## src/rtl/uart_tx_fifo.sv

```systemverilog
// Circular transmit FIFO feeding the UART transmitter with a REQ/BUSY handshake.
// Optional sticky overflow flag (ovf/ovf_clr) compiled in with `UART_TX_FIFO_OVF_EN.
module uart_tx_fifo #(
  parameter int WORD_LENGTH = 8,
  parameter int DEPTH       = 16,
  parameter int AW          = $clog2(DEPTH)
) (
  input  logic                   t_clk,
  input  logic                   t_rst,
  input  logic                   wr_en,
  input  logic [WORD_LENGTH-1:0] wr_data,
  output logic                   full,
  output logic                   empty,
  output logic [AW:0]            count,
  output logic                   UART_Tx_RQST,
  output logic [WORD_LENGTH-1:0] Tx_DATA,
  input  logic                   UART_Tx_READY_BUSY
`ifdef UART_TX_FIFO_OVF_EN
  ,
  output logic                   ovf,
  input  logic                   ovf_clr
`endif
);

  typedef enum logic [1:0] {IDLE, REQ, BUSY} state_t;

  localparam logic [AW:0] FULL_CNT = (AW+1)'(DEPTH);

  state_t                 state;
  logic [WORD_LENGTH-1:0] mem [DEPTH];
  logic [AW-1:0]          wr_ptr, rd_ptr;
  logic                   push, pop;

  assign full  = (count == FULL_CNT);
  assign empty = (count == '0);
  assign push  = wr_en && !full;
  assign pop   = (state == IDLE) && !empty && UART_Tx_READY_BUSY;

  // Storage carries no reset; stale words are unreachable once count is cleared.
  always_ff @(posedge t_clk)
    if (push) mem[wr_ptr] <= wr_data;

  always_ff @(posedge t_clk or negedge t_rst) begin
    if (!t_rst) begin
      wr_ptr <= '0;
      rd_ptr <= '0;
      count  <= '0;
    end else begin
      if (push) wr_ptr <= wr_ptr + AW'(1);
      if (pop)  rd_ptr <= rd_ptr + AW'(1);
      case ({push, pop})
        2'b10:   count <= count + (AW+1)'(1);
        2'b01:   count <= count - (AW+1)'(1);
        default: ;
      endcase
    end
  end

  always_ff @(posedge t_clk or negedge t_rst) begin
    if (!t_rst) begin
      state        <= IDLE;
      UART_Tx_RQST <= 1'b0;
      Tx_DATA      <= '0;
    end else begin
      case (state)
        IDLE: if (pop) begin
          Tx_DATA      <= mem[rd_ptr];
          UART_Tx_RQST <= 1'b1;
          state        <= REQ;
        end
        // Transmitter going busy is the acceptance of the held word.
        REQ: if (!UART_Tx_READY_BUSY) begin
          UART_Tx_RQST <= 1'b0;
          state        <= BUSY;
        end
        BUSY: if (UART_Tx_READY_BUSY) state <= IDLE;
        default: state <= IDLE;
      endcase
    end
  end

`ifdef UART_TX_FIFO_OVF_EN
  always_ff @(posedge t_clk or negedge t_rst) begin
    if (!t_rst)             ovf <= 1'b0;
    else if (wr_en && full) ovf <= 1'b1;
    else if (ovf_clr)       ovf <= 1'b0;
  end
`endif

endmodule

```

## config.mk

```make
export PLATFORM = sky130hd
export DESIGN_NAME = uart_tx_fifo
export DESIGN_NICKNAME = d
export VERILOG_FILES = /design/src/rtl/uart_tx_fifo.sv
export SDC_FILE = /design/constraint.sdc
export NUM_CORES = 1
export LEC_CHECK = 0
export CELL_PAD_IN_SITES_DETAIL_PLACEMENT = 1
export CELL_PAD_IN_SITES_GLOBAL_PLACEMENT = 2
export CORE_MARGIN = 2
export CORE_UTILIZATION = 45
export DETAILED_ROUTE_END_ITERATION = 8
export GPL_TIMING_DRIVEN = 0
export PLACE_DENSITY_LB_ADDON = 0.1
export RECOVER_POWER = 50
export SETUP_SLACK_MARGIN = 0.1
export SYNTH_ARGS = -nofsm -noshare
export SYNTH_HDL_FRONTEND = slang
export SYNTH_SLANG_ARGS = --single-unit
```

## constraint.sdc

```tcl
create_clock -name t_clk -period 4.8 [get_ports t_clk]
set_input_delay 0.96 -clock t_clk [delete_from_list [all_inputs] [get_ports t_clk]]
set_output_delay 0.96 -clock t_clk [all_outputs]
set_load 0.02 [all_outputs]
```

### Yosys cells after proc, flatten, opt, wreduce, memory -nomap -nowiden

Memory sizes are Yosys's and may differ from the RTL's. A register that Yosys moved wholly into a read port is not among the register bits.
Index checks and enable logic that the tools add are counted.

* flip-flop bits (word level): 16
* bits in writable memories: 128
* input bits: 12
* output and inout bits: 16
* memories kept: 1

Memories
* mem: depth 16, bits a word 8, read ports 1, clocked after Yosys merged registers in 1, wr ports 1, line 30 `logic [WORD_LENGTH-1:0] mem [DEPTH];`

* add/subtract/negate cells: 4
* eq/ne operators: 8
* muxes and demuxes: 10
* reduce and logical (&&, ||, !) cells: 13

Operator list (count)
* case mux 5 bit (2 select lines): 1
* adder 4 x 1 -> 4 bit (second input constant): 2
* two-way mux 2 bit: 3
* inequality test 2 bit (second input constant): 3
* case mux 2 bit (3 select lines): 1
* AND reduction 3 bit: 2
* adder 5 x 1 -> 5 bit (second input constant): 1
* equality test 5 bit (second input constant): 1
* zero test 5 bit: 1
* subtractor 5 x 1 -> 5 bit (second input constant): 1
* equality test 2 x 1 -> 1 bit (second input constant): 2
* equality test 2 bit (second input constant): 2
* two-way mux 1 bit: 4
* nonzero test 2 bit: 2
* logical AND 1 bit: 3
* zero test 1 bit: 3
* zero test 2 bit: 1
* case mux 1 bit (2 select lines): 1
* AND reduction 2 bit: 1

### Logic depth before layout (Yosys ltp)

Gate-level depths: netlist of the first run.

* depth after elaboration: 6
* mapped depth: 9
* gate-level depth less buffers: 9

### Worst setup path after synthesis of the first run

No wires, ideal clock.

* path kind: in2reg
* start: in UART_Tx_READY_BUSY
* end: reg count[4]
* data arrival time: 2.963 ns
* data required time: 4.719 ns
* path slack: 1.757 ns
* cell stages on the path: 9
* path buffers: 1
* path through: or3b_2 -> a21oi_2 -> buf_2 -> ha_1 -> ha_1 -> a21o_1 -> a21oi_1 -> mux2i_1 -> xnor2_1

* word-level cells in the longest chain between the ends: 3

Ends and longest elaborated chain
* start, declared: line 17 `input logic UART_Tx_READY_BUSY`
* logical AND 1 bit *: line 37 `assign pop = (state == IDLE) && !empty && UART_Tx_READY_BUSY;`
* via pop: line 32 `logic push, pop;`
* equality test 2 x 1 -> 1 bit or equality test 2 bit (tied branches): line 51 `case ({push, pop})`
* case mux 5 bit (2 select lines) or nonzero test 2 bit (tied branches)
* end signal, assigned: line 52 `2'b10: count <= count + (AW+1)'(1);`
* end signal, assigned: line 53 `2'b01: count <= count - (AW+1)'(1);`
* end, declared: line 14 `output logic [AW:0] count,`

Mark *: on every way through the listed nets, which the timed path passes. The rest lies on a longest branch.
A chain may end at the register's enable or synchronous reset.

### Worst setup path after layout of the first run

* start: in wr_en
* end: mem mem[1][4], enable pin

* word-level cells in the longest chain between the ends: 3

Ends and longest elaborated chain
* start, declared: line 10 `input logic wr_en,`
* logical AND 1 bit: line 36 `assign push = wr_en && !full;`
* two-way mux 1 bit: line 41 `if (push) mem[wr_ptr] <= wr_data;`
* two-way mux 1 bit (implied by the code): line 41
* end, declared: line 30

Every way passes these cells.

==> impl_metrics.toml, run 1 <==
[global_route]
initial_antenna_violation_count = 0
largest_net_degree_at_the_start_of_global_routing = 25
grt_usage_pct = 19.4
grt_pass1_wl_um = 19700
grt_overflow = 0
first_global_vias = 3237

[critical_path]
timing.critical_path.slowest_stage_cell = "nor3_1"
startpoint_type = "input port"
cp_data_required_time_ps = 4830
timing.critical_path.buf_inv = 1
crit_chain = "dlygate4sd3_1 > a21boi_0 > nand2_1 > nor3_1"
worst_setup_path_end_kind = "flip-flop"
cp.arrival_ps = 3870
crit_cells = 4
slowest_stage_delay_cp_ps = 1070
timing.setup.critical_path_class = "in2reg"
r2r_setup_slack_ps = 1380
critPathTopFamily = "simple AND/OR/NAND/NOR gates"
worstReg2RegEnd = "mem[1][4]$_DFFE_PP_"
ff2ff_path_depth = 4
start_point_of_the_critical_path = "wr_en"
crit-reg2reg-launch = "count[0]$_DFFE_PN0P_"
worstSetupEndpoint = "mem[1][4]$_DFFE_PP_"
cp_max_fo = 9

[timing]
grt_setup_unrepaired = "false"
setup_viol = 0
finalCriticalPeriod_ps = 3840
layout_worst_path_cycle_share_pct = 80.1
timing.final.hold_violations = 0
final-max-slew-violation-count = 0
finClkSkew_ps = 7.79
worst_slew_pin_tran_ps = 1310
setup_total_negative_slack_ps = 0
headroom_to_the_max_slew_limit_pct = 11.8
max_clock_freq_ghz = 0.260

[detailed_routing]
remaining_drc_errors = 0
drtPass1Iterations = 4
routedWlPerCell_um = 23.0
drt_iter0_markers = 178
antenna_left = 0
dr_total_vias = 3014
drt_wl_total_um = 12700
vias_per_cell = 5.46

[layout]
area_of_the_multi_input_gates_um2 = 1570
sequential_cell_area_um2 = 4440
drive_gt1_share_pct = 16.2
core_occupancy_in_the_finished_layout_pct = 54.6
fillerInstances = 1186
flow.area_growth_from_synthesis_pct = 18.2
nNetsFinal = 385
antenna_cells_inserted = 0

[outcome]
status = "complete, no violations"

[synthesis]
dominantRegCellSynth = "edfxtp_1"
postSynthNetCount = 337
netlist.top_cell.by_area = "edfxtp_1"
yosys_warnings = 0
ys_ff_latch = 152
synth_async_sr_flop_share_pct = 15.8
synthesis.area_um2 = 6140
synth_sequential_area_ratio_pct = 72.4
synth_top_area_share_pct = 62.6
synth_top_cells_by_area = "edfxtp_1 (63%), dfrtp_1 (9.8%), mux4_1 (9.4%)"
number_of_flops_mapped_to_enable_cells_by_yosys = 128
distinct_cells_synth = 34
synthesized_instance_count = 315
synth.avg_cell_area_um2 = 19.5

[placement]
place.detailed.hpwl_um = 8300
placement.io_buffers = 27
gpl.final_weighted_congestion = 0.742

[hold_path]
min-delay-path-class = "reg2reg"
timing.hold.worst_path_depth = 1

[clock_network]
cts_made_buffers = 17
cts.htree.levels = 4
cts_tree = "yes"
clock_latency_ps = 430
cts_hold_repair.buffers = 0
clockBufferDepth = 2
cts.repair.resized = 0
cts.clk_slew.worst_paths_ps = 60
cts.sink_count = 152
post_cts_buffers = 0
cts-root-buf = "clkbuf_16"

[floorplanning]
initial_core_util_pct = 46.2
die_width_um = 121
placement_rows = 42
core_um2 = 13300
die_h_um = 121
boundaryPins = 28
die_area_um2 = 14600

[pwr]
ir_drop_uv = 313
power.total_mw = 4.51
power_density_nw_per_um2 = 622
static-leakage-power_nw = 2.53

[run]
maxCapViolations = 0
[cell families (layout without fill, tap and decap cells)]
group | count (synthesis) | in the layout | synth area share, %
and+or+nand+nor | 40 | 40 | 3.10
buffers and inverters | 21 | 82 | 1.90
AOI/OAI and AO/OA | 38 | 38 | 3.77
adders and majority gates | 10 | 10 | 2.16
xor gates and xnor gates | 11 | 11 | 1.57
DFF | 152 | 152 | 72.4
muxes | 43 | 43 | 15.1
[flip-flops by register name, summed over array words and instances (netlist names)]
signal,count
Tx_DATA,8
UART_Tx_RQST,1
count,5
mem,128
rd_ptr,4
state,2
wr_ptr,4
[final cells by class]
type	instances	area share, %
Clock inverter	8	1.98
Sequential cell	152	61.2
Tap cell	176	3.03
Multi-Input combinational cell	142	21.6
Timing Repair Buffer	29	3.90
Buffer	15	1.29
Clock buffer	24	6.64
Inverter	6	0.310
[synthesized netlist by cell type (all sizes together) (2+ instances only)]
| library cell | instances |
|---|---|
| a21o | 2 |
| nor2b | 2 |
| a21oi | 12 |
| xnor2 | 9 |
| edfxtp | 128 |
| nand2b | 2 |
| nand2 | 11 |
| mux4 | 32 |
| nand4 | 2 |
| nor3 | 4 |
| xor2 | 2 |
| buf | 10 |
| o21ai | 5 |
| nor2 | 15 |
| ha | 9 |
| clkbuf | 5 |
| mux2 | 10 |
| o22ai | 16 |
| inv | 6 |
| dfrtp | 24 |
[power by group]
| part | leakage (nW) | switching (mW) | total, mW | internal [mW] |
|---|---|---|---|---|
| Clock | 0.308 | 0.494 | 1.40 | 0.910 |
| Sequential | 1.43 | 0.108 | 1.75 | 1.64 |
| Combinational | 0.785 | 0.727 | 1.36 | 0.631 |
| Total | 2.53 | 1.33 | 4.51 | 3.19 |
[worst min-delay path by stage]
stage,startpoint,to,slack (ps)
finish,count[4]$_DFFE_PN0P_,count[4]$_DFFE_PN0P_,520
global route,count[4]$_DFFE_PN0P_,count[4]$_DFFE_PN0P_,560
CTS,rd_ptr[2]$_DFFE_PN0P_,rd_ptr[2]$_DFFE_PN0P_,530
global placement,rd_ptr[2]$_DFFE_PN0P_,rd_ptr[2]$_DFFE_PN0P_,500
detailed placement,rd_ptr[2]$_DFFE_PN0P_,rd_ptr[2]$_DFFE_PN0P_,530
floorplan,rd_ptr[2]$_DFFE_PN0P_,rd_ptr[2]$_DFFE_PN0P_,480
[metrics by stage]
step                worst slack [ps]  instances  instance area (um2)  hold slack [ps]
floorplan                       1760        315                 6140              478
global placement                 892        518                 6630              500
detailed placement               849        518                 6630              526
CTS                             1290        550                 7250              533
global route                     758        552                 7260              558
finish                           956        552                 7260              524
[per-layer routing]
metal / global-route usage (%) / vias to the layer above / wire length, um / share of wire [%]
met5: 0 / - / 0 / 0
met3: 3.87 / 17 / 417 / 3.3
met1: 26.5 / 1570 / 5830 / 46
li1: - / 1372 / - / -
met2: 31.0 / 55 / 6200 / 49
met4: 7.41 / 0 / 228 / 1.8
[cell usage in the layout, fill, tap and decap left out, drive strengths merged, types with 2 or more instances in the layout]
master	instances
xnor2	9
inv	6
a21o	2
clkdlybuf4s50	16
nor2b	2
mux4	32
buf	11
ha	9
nor2	15
bufinv	4
dfrtp	24
nand4	2
nand2	11
nor3	4
dlygate4sd3	11
o22ai	16
mux2	10
clkinv	4
o21ai	5
clkbuf	30
xor2	2
edfxtp	128
a21oi	12
nand2b	2
[worst reg2reg max path: stages, from the launching register on]
cell and delay (ps):
dfrtp_1 470, nor4_1 150, a21boi_0 1030, nand2_1 300
nor3_1 1070
(Power assumes the default switching activity.)
==> run 2, diff against run 1 <==
Settings changed: CORE_UTILIZATION 45 to 42.
Clock period 4.8 ns to 3.2 ns, I/O delays scaled along.
==> impl_metrics.toml, run 2 (synthesis gave the netlist of run 1 again) <==
[clock_network]
clockBufferDepth = 2
cts.htree.levels = 4
cts.sink_count = 152
cts_hold_repair.buffers = 0
clock_latency_ps = 420
post_cts_buffers = 0
cts-root-buf = "clkbuf_16"
cts_made_buffers = 17
cts.clk_slew.worst_paths_ps = 60
cts_tree = "yes"
cts.repair.resized = 1

[floorplanning]
placement_rows = 44
initial_core_util_pct = 42.5
die_h_um = 125
die_area_um2 = 15600
boundaryPins = 28
die_width_um = 125
core_um2 = 14400

[critical_path]
crit_cells = 10
critPathTopFamily = "buffers and inverters"
worstReg2RegEnd = "count[4]$_DFFE_PN0P_"
timing.critical_path.slowest_stage_cell = "dlygate4sd3_1"
cp_max_fo = 10
start_point_of_the_critical_path = "UART_Tx_READY_BUSY"
timing.setup.critical_path_class = "in2reg"
worstSetupEndpoint = "count[4]$_DFFE_PN0P_"
worst_setup_path_end_kind = "flip-flop"
ff2ff_path_depth = 9
r2r_setup_slack_ps = 410
slowest_stage_delay_cp_ps = 580
startpoint_type = "input port"
crit-reg2reg-launch = "count[1]$_DFFE_PN0P_"
timing.critical_path.buf_inv = 2
crit_chain = "dlygate4sd3_1 > or3b_2 > a21oi_2 > buf_4 > ha_4 > ha_1 > a21o_1 > a21oi_1 > mux2i_1 > xnor2_1"
cp_data_required_time_ps = 3540
cp.arrival_ps = 3300

[detailed_routing]
routedWlPerCell_um = 23.2
drt_iter0_markers = 142
remaining_drc_errors = 0
antenna_left = 0
drt_wl_total_um = 12900
vias_per_cell = 5.44
dr_total_vias = 3033
drtPass1Iterations = 4

[global_route]
grt_pass1_wl_um = 19700
grt_usage_pct = 17.6
grt_overflow = 0
first_global_vias = 3167
initial_antenna_violation_count = 0
largest_net_degree_at_the_start_of_global_routing = 25

[hold_path]
timing.hold.worst_path_depth = 1
min-delay-path-class = "reg2reg"

[layout]
flow.area_growth_from_synthesis_pct = 18.5
fillerInstances = 1310
most-common-layout-cells = "edfxtp_1 (128), dfrtp_1 (24), mux4_1 (22)"
final_common_cell = "edfxtp_1"
antenna_cells_inserted = 0
largest-register = "mem"
largest_reg_flops = 128
reg_top3 = "mem: 128 flops, Tx_DATA: 8 flops, count: 5 flops"
nNetsFinal = 383
drive_gt1_share_pct = 18.2

[timing]
max_clock_freq_ghz = 0.338
layout_worst_path_cycle_share_pct = 92.3
worst_slew_pin_tran_ps = 1280
setup_viol = 0
timing.final.hold_violations = 0
headroom_to_the_max_slew_limit_pct = 13.7
setup_total_negative_slack_ps = 0
finClkSkew_ps = 6.94
grt_setup_unrepaired = "false"
final-max-slew-violation-count = 0
finalCriticalPeriod_ps = 2950

[pwr]
ir_drop_uv = 472
power.total_mw = 6.72
static-leakage-power_nw = 2.48
power_density_nw_per_um2 = 924

[outcome]
status = "complete, no violations"

[placement]
gpl.final_weighted_congestion = 0.719
placement.io_buffers = 27
place.detailed.hpwl_um = 8460

[run]
maxCapViolations = 0
## run 2: worst min path at each step
stage                                     start                     end  slack, ps
after global placement    rd_ptr[2]$_DFFE_PN0P_   rd_ptr[2]$_DFFE_PN0P_        510
after CTS                 rd_ptr[2]$_DFFE_PN0P_   rd_ptr[2]$_DFFE_PN0P_        520
after floorplan                           t_rst  Tx_DATA[0]$_DFFE_PN0P_        340
after global routing      rd_ptr[2]$_DFFE_PN0P_   rd_ptr[2]$_DFFE_PN0P_        550
after detailed placement  rd_ptr[2]$_DFFE_PN0P_   rd_ptr[2]$_DFFE_PN0P_        510
final                     rd_ptr[2]$_DFFE_PN0P_   rd_ptr[2]$_DFFE_PN0P_        520
## run 2: layout make-up
cell class / count / area, um2 / share of cell area, %
sequential: 152 / 4440 / 61.1
multi-input combinational: 142 / 1600 / 22.1
clock buffer: 17 / 425 / 5.85
timing repair buffer: 27 / 270 / 3.72
tap: 184 / 230 / 3.17
clock inverter: 15 / 178 / 2.44
buffer: 15 / 96.3 / 1.33
inverter: 6 / 22.5 / 0.310
## run 2: metal layers
metal  wire, um  up-vias  track usage (%)
met3        502       24             4.34
met4        348        0             7.84
met5          0        -                0
met1       6290     1575             25.5
met2       5800       63             25.6
li1           -     1371                -
## run 2: where the power goes
group / leakage, nW / internal, mW / switching [mW]
Sequential: 1.43 / 2.47 / 0.163
Clock: 0.271 / 1.22 / 0.794
Combinational: 0.779 / 0.950 / 1.12
Total: 2.48 / 4.64 / 2.08
## run 2: worst reg2reg max path, stage by stage (launching register included)
cell     delay, ps
dfrtp_1        450
nor4_2         540
a21oi_2        150
buf_4          210
ha_4           200
fa_1           420
a21o_1         200
a21oi_1        180
mux2i_1        250
xnor2_1        130
## run 2: through the flow
stage | hold slack (ps) | setup slack (ps) | utilization (%) | area (um2) | instances
2_1_floorplan | 344 | 477 | - | 6140 | 315
3_3_place_gp | 508 | -321 | 46.0 | 6640 | 526
3_5_place_dp | 507 | -357 | 46.0 | 6640 | 526
4_1_cts | 521 | 152 | 50.2 | 7240 | 558
5_1_grt | 552 | 89.2 | 50.4 | 7270 | 558
6_report | 520 | 245 | 50.4 | 7270 | 558
